**config.mk**
```make
export PLATFORM = sky130hd
export DESIGN_NAME = pipe_chain
export DESIGN_NICKNAME = d
export VERILOG_FILES = /design/src/rtl/pipe_chain.sv
export SDC_FILE = /design/constraint.sdc
export NUM_CORES = 1
export LEC_CHECK = 0
export BUFFER_PORTS_ARGS = -buffer_cell sky130_fd_sc_hd__buf_4
export CORE_UTILIZATION = 30
export CTS_CLUSTER_SIZE = 8
export DETAILED_ROUTE_END_ITERATION = 6
export GPL_TIMING_DRIVEN = 0
export PLACE_DENSITY = 0.54
export SLEW_MARGIN = 15
export SYNTH_ARGS = -nofsm -noshare
export SYNTH_HDL_FRONTEND = slang
export SYNTH_SLANG_ARGS = --single-unit
export TNS_END_PERCENT = 5
```
**constraint.sdc**
```tcl
create_clock -name clk -period 1.31 [get_ports clk]
set_input_delay 0.1965 -clock clk [delete_from_list [all_inputs] [get_ports clk]]
set_output_delay 0.1965 -clock clk [all_outputs]
set_load 0.02 [all_outputs]
```
**src/rtl/pipe_chain.sv**
```systemverilog
// pipe_chain: DEPTH-stage valid/hold pipeline with optional input skid register.
// Each stage is rigid or bubble collapsing. The block also reports an occupancy
// count and supports a synchronous flush. Payload flops carry no reset and only
// load real words, so they stay quiet when bubbles pass through.
module pipe_chain #(
    parameter int DW    = 8,
    parameter int DEPTH = 2,
    parameter int RIGID = 0,
    parameter int SKID  = 0,
    localparam int CW   = $clog2(DEPTH + 2)
) (
    input  logic          clk,
    input  logic          resetn,
    input  logic          flush,
    input  logic          di_valid,
    input  logic [DW-1:0] di,
    output logic          di_hold,
    output logic          q_valid,
    output logic [DW-1:0] q,
    input  logic          q_hold,
    output logic [CW-1:0] count
);

    localparam logic RIGID_B = (RIGID != 0);

    logic [DEPTH-1:0] v;
    logic [DW-1:0]    d     [DEPTH];
    logic [DEPTH:0]   h;
    logic [DEPTH-1:0] src_v;
    logic [DW-1:0]    src_d [DEPTH];
    logic             s0_valid;
    logic [DW-1:0]    s0_data;
    logic             skid_valid;

    // Hold ripples upstream from q_hold. In collapsing mode an empty stage
    // breaks the chain, so it can still accept a word.
    always_comb begin
        logic run;
        run      = q_hold;
        h[DEPTH] = q_hold;
        for (int k = DEPTH - 1; k >= 0; k--) begin
            run  = run & (v[k] | RIGID_B);
            h[k] = run;
        end
    end

    // Each stage takes its input from the previous stage; stage 0 takes it from the input side.
    always_comb begin
        src_v[0] = s0_valid;
        src_d[0] = s0_data;
        for (int k = 1; k < DEPTH; k++) begin
            src_v[k] = v[k-1];
            src_d[k] = d[k-1];
        end
    end

    generate
        if (SKID != 0) begin : g_skid
            logic [DW-1:0] skid_d;

            // The skid slot holds a word while stage 0 is blocked. It is
            // filled only when empty and drained once stage 0 frees up.
            always_ff @(posedge clk or negedge resetn) begin
                if (!resetn)
                    skid_valid <= 1'b0;
                else if (flush)
                    skid_valid <= 1'b0;
                else
                    skid_valid <= h[0] & (skid_valid | di_valid);
            end

            // The skid payload is captured only on a real accept into a blocked stage 0.
            always_ff @(posedge clk) begin
                if (!skid_valid && di_valid && h[0])
                    skid_d <= di;
            end

            // The skid word has priority over di. di_hold is skid_valid, so
            // di is never accepted while the skid slot drains.
            assign s0_valid = skid_valid | di_valid;
            assign s0_data  = skid_valid ? skid_d : di;
            assign di_hold  = skid_valid;
        end else begin : g_direct
            assign skid_valid = 1'b0;
            assign s0_valid   = di_valid;
            assign s0_data    = di;
            assign di_hold    = h[0];
        end
    endgenerate

    // Stage valid bits. Flush wins over any advance, and the word on di in
    // the flush cycle is dropped.
    always_ff @(posedge clk or negedge resetn) begin
        if (!resetn)
            v <= '0;
        else if (flush)
            v <= '0;
        else begin
            for (int k = 0; k < DEPTH; k++) begin
                if (!h[k])
                    v[k] <= src_v[k];
            end
        end
    end

    // A stage's payload loads only when it advances and its source holds a real word.
    always_ff @(posedge clk) begin
        for (int k = 0; k < DEPTH; k++) begin
            if (!h[k] && src_v[k])
                d[k] <= src_d[k];
        end
    end

    assign q_valid = v[DEPTH-1];
    assign q       = d[DEPTH-1];

    // Occupancy is the popcount of the stage valid bits plus the skid slot.
    always_comb begin
        count = CW'(skid_valid);
        for (int k = 0; k < DEPTH; k++)
            count = count + CW'(v[k]);
    end

endmodule

```
After elaboration in Yosys (flattened, before gate mapping). Memories as Yosys holds them, arrays and structs flattened. Index checks and enable logic that the tools add are counted.

Register bits after elaboration: 2. RAM bits: 16. Input port bits: 13. Word-level logic and storage cells: 19. Memories: 1.

Memories: d (words 2, bits a word 8, rd ports 2, clocked after Yosys merged registers in 0, write ports 2, line 27) `logic [DW-1:0] d [DEPTH];`.

$add $sub $neg: 1. Eq/ne operators: 2. Muxes and demuxes: 7. Bitwise logic cells: 2. Reduce and logical (&&, ||, !) cells: 4.

Operator list (count): $mux W1 (6); $ne A2 B2 Y1 const B (2); $add A1 B1 Y2 (1); $and A1 B1 Y1 (2); $logic_and A1 B1 Y1 (2); $logic_not A1 Y1 (2); $mux W2 (1).

Longest topological paths before layout. Gate-level depths: netlist of the first run.

Depth after elaboration: 6. Mapped depth: 3. Depth with buffers taken out: 3.

Worst setup path before layout of the first run. OpenSTA, ideal clock, no wires.

Path type: register to register. Start: register v[1]. End: memory d[1][2], in the netlist d[0][10], enable pin. Data arrival time: 1166 ps. Setup slack: -241 ps. Stages on the path, launching flop included: 2. Clock period less this slack: 1551 ps. Cell sequence: dfrtp_1 -> a21boi_0.

RTL lines: start: declaration (line 26) `logic [DEPTH-1:0] v;`; start signal: indexed assignment (line 101) `v[k] <= src_v[k];`; end: declaration (line 27).

Final worst setup path of the first run.
Start: register v[1]. End: output port count[0].

Word-level cells in the longest chain between the ends: 1.

RTL lines: $add A1 B1 Y2 (line 121) `count = count + CW'(v[k]);`; end: declaration (line 21) `output logic [CW-1:0] count`.

No other way between the ends.

==> results of run 1 <==
## critical path, stage by stage (launching register included)
cell and delay (ns):
dfrtp_2 0.46, ha_4 0.27, buf_4 0.13
## cells in the mapped netlist
master / n / area, µm²
ha_1: 1 / 12.5
nand3_2: 1 / 10.0
a21boi_0: 1 / 7.51
dfrtp_1: 2 / 50.1
a21oi_1: 1 / 5.00
nor2_1: 2 / 7.51
edfxtp_1: 16 / 480
a21oi_2: 1 / 8.76
inv_1: 2 / 7.51
buf_4: 8 / 60.1
## cells by family after synthesis
| group | share of synthesized area (%) |
|---|---|
| AO/OA/AOI/OAI | 3.28 |
| adder cells (fa/ha/maj) | 1.93 |
| buffers and inverters | 10.4 |
| flip-flops | 81.7 |
| AND/OR/NAND/NOR | 2.70 |
## repair_timing
item / in CTS / in global routing
setup endpoints to repair: 10 / 11
cloned: 0 / 0
pin swaps: 0 / 0
hold endpoints to repair: 2 / 0
hold buffers: 1 / 0
gates resized for setup: 1 / 3
## flip-flops by register name (all words and copies together) (netlist names)
name	flops
v	2
d	16
## final timing paths
check | from | end | slack (ns)
worst min-delay path | flush | v[0] | 0.06
worst min register to register | d[0][7] | d[0][15] | 0.43
max in group asynchronous | resetn | v[1] | 0.98
worst max register to register | v[0] | d[0][14] | 0.12
worst max-delay path | v[1] | count[0] | -0.02
min in group asynchronous | resetn | v[1] | 0.23
## power groups by stage
stage                     Clock, mW  Sequential [mW]  Combinational, mW
after floorplan                   0            0.681             0.0544
after global placement            0            0.681              0.111
after detailed placement          0            0.682              0.111
after CTS                     0.280            0.669              0.114
after global routing          0.311            0.675              0.125
final                         0.264            0.671              0.115
## stage by stage
stage	TNS, ns	util (%)	std cells	area [µm²]	worst slack (ns)
after floorplan	-0.135	-	35	657	-0.0169
after global placement	-0.336	43.5	86	871	-0.0422
after detailed placement	-0.550	43.5	86	871	-0.0690
after CTS	-0.660	45.3	91	907	-0.0783
after global routing	-0.101	46.2	91	925	-0.0753
final	-0.0195	46.2	91	925	-0.0195
## layer usage
metal	up-vias	global-route usage, %
met5	-	0
met3	0	2.52
met4	0	7.35
met2	13	11.5
met1	142	8.59
li1	176	-
## layout make-up
cell class | count | area share [%]
buffer | 8 | 6.50
clock buffer | 4 | 2.84
inverter | 2 | 0.812
multi-input combinational | 7 | 8.12
sequential | 18 | 57.5
tap | 27 | 3.65
timing repair buffer | 25 | 20.6
==> results.ini, run 1 <==
[floorplan]
rows=16
start_util_pct=32.4
die-area_um2=2350
die_w_um=48.5
core_area_um2=2000
io-pin-count=25
fp.dieH_um=48.5

[global_routing]
grt_antenna_before_repair=0
grt_overflow=0
grt_max_degree=11
grt_pass1_vias=306
grt_use_total_pct=7.71
grt_pass1_wl_mm=1.32

[detailed_routing]
via_per_inst=3.64
drtAntennaViolNets=0
num_vias=331
route.met3.wl_um=50
wl_um=774
drc_errors=0
dr.pass1.iters=4
highest_layer=met3
wl_met2_um=367
drt-initial-drc-count=5
wl_met1_um=356
avgRoutedWirePerCell_um=8.51

[run_status]
violations=negative setup slack
status=finished with violations

[worst_setup_path]
r2r_cells=1
crit_path_end_kind=output pin
start_kind=register
cp.arrival_ns=1.13
worstSetupPathType=reg -> out
cp_max_fo=5
crit_required_ns=1.11

[cells_and_area]
n_fill_cell=190
final-seq-area_um2=532
fin_nets=79
multiInputGateArea_um2=75.1
final_common_cell=buf_4
drive_above_1_share_pct=65.6
area_growth_pct=42.4
diodes=0
mostFrequentLayoutCells=buf_4, edfxtp_1, clkbuf_4

[clock_network]
clk_latency_ns=0.28
tritoncts_num_sinks=18
cts.htree.levels=1
root_buffer=clkbuf_4
cts_tree=yes
cts_setup_buffers=0
clock_path_buffers=2
cts_made_buffers=3
clk_pin_slew_worst_paths_ns=0.09

[power_and_ir_drop]
seqPwrFrac_pct=63.9
vdd_drop_max_v=0.000460
swShare_pct=19.9
power_frac_clock_pct=25.1
p_leak_nw=0.386
p_comb_share_pct=11.0
power.internal_mw=0.841
power.density_nw_per_um2=1140
p_sw_mw=0.209
finalPower_mw=1.05

[sta]
worstMarginPinSlew_ns=0.414
slew_headroom_pct=72.2
finalHoldViolations=0
finalCritPeriodShare_pct=101
setup_viol=1
slew_violations=0
rsz0062_at_grt=yes
layout_min_cycle_time_ns=1.33
max_freq_mhz=752
hold_slack_ns=0.0636
setup_ws_ns=-0.0195
skew_ns=0.00572

[hold_path]
whs_path_depth=2
hold_class=in -> reg

[logic_synthesis]
avgSynthCellArea_um2=18.6
synth_seq_area_share_pct=81.7
ys_ff_latch=18
yosysWarnings=0
yosys.cell_types.count=10
postSynthCellCount=35
syn_area_um2=649
synth_nets=49

[flow_run]
maxCapViolCount=0

[placed_design]
io_buffer_count=24
routabilityCongestion=0.662

(Power assumes the default switching activity.)
==> inputs of run 2 (changes only) <==
--- a/config.mk
+++ b/config.mk
@@ -10,7 +10,6 @@
 export CTS_CLUSTER_SIZE = 8
 export DETAILED_ROUTE_END_ITERATION = 6
 export GPL_TIMING_DRIVEN = 0
-export PLACE_DENSITY = 0.54
 export SLEW_MARGIN = 15
 export SYNTH_ARGS = -nofsm -noshare
 export SYNTH_HDL_FRONTEND = slang
==> run 2 against run 1 <==
The flow still finishes with violations (negative setup slack). Power up 0.16%. Via count up 7.6%. Clock skew down 0.0018 ns. Cell count unchanged. Non-clock buffer count unchanged. Sequential power about the same. Wire length up 14%. Sequential share of layout area down 0.23 points. Core utilization up 0.19 points. Die area unchanged. Critical path type unchanged. Critical endpoint unchanged. Highest routed layer unchanged.
==> results.ini, run 2 (synthesis gave the netlist of run 1 again) <==
[clock_network]
cts.htree.levels=1
cts_made_buffers=3
tritoncts_num_sinks=18
clock_path_buffers=2
cts_setup_buffers=0
clk_pin_slew_worst_paths_ns=0.09
cts_tree=yes
root_buffer=clkbuf_4
clk_latency_ns=0.28

[sta]
layout_min_cycle_time_ns=1.32
finalHoldViolations=0
setup_viol=1
max_freq_mhz=760
setup_ws_ns=-0.00659
skew_ns=0.00391
slew_violations=0
slew_headroom_pct=69.4
finalCritPeriodShare_pct=101
rsz0062_at_grt=yes
worstMarginPinSlew_ns=0.456

[global_routing]
grt_pass1_wl_mm=1.48
grt_pass1_vias=349
grt_antenna_before_repair=0
grt_overflow=0
grt_use_total_pct=8.59
grt_max_degree=11

[placed_design]
io_buffer_count=24
place_hpwl_um=661
routabilityCongestion=0.652
placed_cells_incl_taps=86

[cells_and_area]
n_fill_cell=194
final_common_cell=buf_4
largest_register=d
diodes=0
area_growth_pct=43.0
mostFrequentLayoutCells=buf_4, edfxtp_1, clkbuf_4
stdcell_count=91
largest_register_ffs=16
fin_nets=79
drive_above_1_share_pct=65.6
reg_top3=d: 16 flops, v: 2 flops

[worst_setup_path]
worstSetupPathType=reg -> out
timing.rr.end=d[0][12]
crit_required_ns=1.11
r2r_cells=1
regToRegStartpoint=v[1]
cp_max_fo=5
start_kind=register
cpPeakStageDelay_ns=0.46
r2r_slack_ns=0.09
path_cells=ha_4 -> buf_6
cp.arrival_ns=1.12
crit_path_end_kind=output pin
cpMaxStageDelayCell=dfrtp_2

[power_and_ir_drop]
vdd_drop_max_v=0.000552
power_frac_clock_pct=24.8
swShare_pct=20.5
finalPower_mw=1.05
p_sw_mw=0.215
p_comb_share_pct=11.5
seqPwrFrac_pct=63.8
p_leak_nw=0.387
power.density_nw_per_um2=1130
power.internal_mw=0.836

[detailed_routing]
wl_um=885
dr.pass1.iters=4
drtAntennaViolNets=0
avgRoutedWirePerCell_um=9.73
drc_errors=0
via_per_inst=3.91
num_vias=356
drt-initial-drc-count=13

[run_status]
status=finished with violations
violations=negative setup slack

[floorplan]
start_util_pct=32.4
die_w_um=48.5
rows=16
die-area_um2=2350
io-pin-count=25
core_area_um2=2000
fp.dieH_um=48.5

[hold_path]
worstHoldStart=flush
hold_class=in -> reg
min_to=v[0]
whs_path_depth=2

[flow_run]
maxCapViolCount=0

[run 2: area by class of cell]
type	instances	area, µm²	area share (%)
Buffer	8	60.1	6.47
Clock buffer	3	22.5	2.43
Clock inverter	1	3.75	0.404
Inverter	2	7.51	0.809
Multi-Input combinational cell	7	75.1	8.09
Sequential cell	18	532	57.3
Tap cell	27	33.8	3.64
Timing Repair Buffer	25	194	20.9
[run 2: metal layers]
| metal | share of wire [%] | wire length (µm) | GRT usage [%] |
|---|---|---|---|
| met5 | 0 | 0 | 0 |
| met4 | 0 | 0 | 5.88 |
| met3 | 5.0 | 44 | 1.89 |
| met2 | 63 | 558 | 15.5 |
| met1 | 32 | 282 | 8.81 |
[run 2: power by group through the flow]
| stage | clock network [mW] | registers [mW] | logic, mW |
|---|---|---|---|
| 3_3_place_gp | 0 | 0.680 | 0.112 |
| 5_1_grt | 0.290 | 0.675 | 0.130 |
| 6_report | 0.260 | 0.670 | 0.120 |
| 2_1_floorplan | 0 | 0.681 | 0.0544 |
| 4_1_cts | 0.274 | 0.669 | 0.120 |
| 3_5_place_dp | 0 | 0.682 | 0.114 |
[run 2: how the worst max path moves through the flow]
stage	startpoint	to	slack [ns]	cells past startpoint
2_1_floorplan	v[1]	d[0][10]	-0.02	1
3_3_place_gp	v[0]	d[0][15]	-0.12	1
3_5_place_dp	v[0]	d[0][13]	-0.10	1
4_1_cts	v[1]	count[0]	-0.07	2
5_1_grt	v[1]	count[0]	-0.04	2
6_report	v[1]	count[0]	-0.007	2
[run 2: critical path: cells and delay by family, from the launching register on]
family	cells	cell delay (ns)
buffers and inverters	1	0.10
flip-flops	1	0.46
adder cells (fa/ha/maj)	1	0.28
[run 2: repair_timing]
item                       4_1_cts  5_1_grt
gates resized for setup          3        2
hold buffers                     1        0
setup endpoints to repair       10        3
pin swaps                        1        1
hold endpoints to repair         2        0
[run 2: metrics by stage]
| step | area (µm²) | hold slack [ns] | setup TNS, ns | worst slack, ns | utilization, % |
|---|---|---|---|---|---|
| 6_report | 928 | 0.0653 | -0.00659 | -0.00659 | 46.4 |
| 5_1_grt | 928 | 0.0551 | -0.0721 | -0.0433 | 46.4 |
| 4_1_cts | 915 | 0.0565 | -0.0652 | -0.0652 | 45.7 |
| 3_5_place_dp | 871 | -0.0191 | -0.814 | -0.102 | 43.5 |
| 3_3_place_gp | 871 | -0.0200 | -0.938 | -0.117 | 43.5 |
| 2_1_floorplan | 657 | -0.0991 | -0.135 | -0.0169 | - |
==> inputs of run 3 (changes only) <==
--- a/config.mk
+++ b/config.mk
@@ -10,6 +10,7 @@
 export CTS_CLUSTER_SIZE = 8
 export DETAILED_ROUTE_END_ITERATION = 6
 export GPL_TIMING_DRIVEN = 0
+export REMOVE_ABC_BUFFERS = 1
 export SLEW_MARGIN = 15
 export SYNTH_ARGS = -nofsm -noshare
 export SYNTH_HDL_FRONTEND = slang
==> run 3 against run 2 <==
The flow still finishes with violations (negative setup slack). Cell area decreased by 6.5%. Die area unchanged. Sequential cell count unchanged. Cell count decreased by 8.8%. Global-route usage decreased by 0.21 points. Largest power group unchanged. Highest routed layer is now met4.
==> results.ini, run 3 (synthesis gave the netlist of run 1 again) <==
[detailed_routing]
wl_met1_um=407
drc_errors=0
highest_layer=met4
dr.pass1.iters=2
wl_um=916
wl_met2_um=422
via_per_inst=4.01
drtAntennaViolNets=0
num_vias=333
route.met3.wl_um=77
avgRoutedWirePerCell_um=11.0
drt-initial-drc-count=3

[placed_design]
dpl_cell_area_um2=803
routabilityCongestion=0.652
place_ws_ns=-0.388
io_buffer_count=24

[worst_setup_path]
worstSetupPathType=reg -> out
r2r_cells=3
cpMaxStageDelayCell=dfrtp_2
path_cells=ha_4 -> buf_6
start_kind=register
cp.depth=2
path_delay_family=flip-flops
crit_required_ns=1.11
cp_max_fo=5
cp.arrival_ns=1.14
critPathBufInv=1
cpPeakStageDelay_ns=0.47
crit_path_end_kind=output pin

[clock_network]
cts_setup_buffers=0
tritoncts_num_sinks=18
root_buffer=clkbuf_4
cts_made_buffers=3
clk_latency_ns=0.28
cts_tree=yes
cts.htree.levels=1
clk_pin_slew_worst_paths_ns=0.09
clock_path_buffers=2

[floorplan]
die_w_um=48.5
die-area_um2=2350
io-pin-count=25
rows=16
start_util_pct=32.4
fp.dieH_um=48.5
core_area_um2=2000

[cells_and_area]
area_growth_pct=33.7
fin_nets=71
diodes=0
mostFrequentLayoutCells=buf_4, edfxtp_1, clkbuf_4
utilization_pct=43.4
largest_register_ffs=16
reg_top3=d: 16 flops, v: 2 flops
drive_above_1_share_pct=62.5
largest_register=d
design_area_um2=868
final_common_cell=buf_4

[sta]
slew_headroom_pct=72.1
rsz0062_at_grt=yes
finalHoldViolations=0
worstMarginPinSlew_ns=0.415
setup_viol=1
tns_ns=-0.0308
max_freq_mhz=746
skew_ns=0.00205
slew_violations=0
setup_ws_ns=-0.0308
finalCritPeriodShare_pct=102
layout_min_cycle_time_ns=1.34

[global_routing]
grt_overflow=0
grt_pass1_vias=312
grt_use_total_pct=8.38
grt_antenna_before_repair=0
grt_pass1_wl_mm=1.40
grt_max_degree=11

[flow_run]
maxCapViolCount=0

[power_and_ir_drop]
finalPower_mw=1.04
p_leak_nw=0.347
vdd_drop_max_v=0.000544
power.density_nw_per_um2=1200

[run_status]
violations=negative setup slack
status=finished with violations

[hold_path]
whs_path_depth=2
hold_class=in -> reg

[run 3: cell count changes in the layout (fill, tap and decap cells not counted), sizes merged]
cell / before / now
buf: 32 / 24
[run 3: metal layers]
metal  GRT usage [%]  up-vias
li1                -      158
met4            7.35        0
met5               0        -
met2            12.7       24
met1            9.39      149
met3            2.83        2
[run 3: repair_timing]
item                       in CTS  in global routing
hold endpoints to repair        2                  0
setup endpoints to repair      17                 11
cloned                          0                  0
hold buffers                    1                  0
resized for setup               6                  3
pin swaps                       0                  1
[run 3: final cells by class]
| type | instances | area, µm² |
|---|---|---|
| clock inverter | 1 | 3.75 |
| fill | 196 | 1130 |
| clock buffer | 3 | 22.5 |
| multi-input combinational | 7 | 70.1 |
| inverter | 2 | 7.51 |
| tap | 27 | 33.8 |
| timing repair buffer | 25 | 198 |
| sequential | 18 | 533 |
[run 3: through the flow]
| stage | hold slack [ns] | instances |
|---|---|---|
| finish | 0.0545 | 83 |
| global route | 0.0398 | 83 |
| CTS | 0.0512 | 83 |
| floorplan | -0.0991 | 27 |
| global placement | -0.0195 | 78 |
| detailed placement | -0.0176 | 78 |
[run 3: worst paths after layout]
path / start / endpoint / slack, ns
worst max-delay path: v[1] / count[0] / -0.03
worst min-delay path: flush / v[0] / 0.05
worst max register to register: v[1] / d[0][0] / 0.01
worst min register to register: d[0][6] / d[0][14] / 0.43
max in group asynchronous: resetn / v[1] / 1.00
min in group asynchronous: resetn / v[0] / 0.21
[run 3: power by group]
group	total (mW)	internal [mW]	switching, mW	leakage [nW]
registers	0.672	0.659	0.0129	0.176
logic	0.105	0.0552	0.0499	0.155
clock network	0.267	0.111	0.157	0.0154
total	1.04	0.825	0.220	0.347
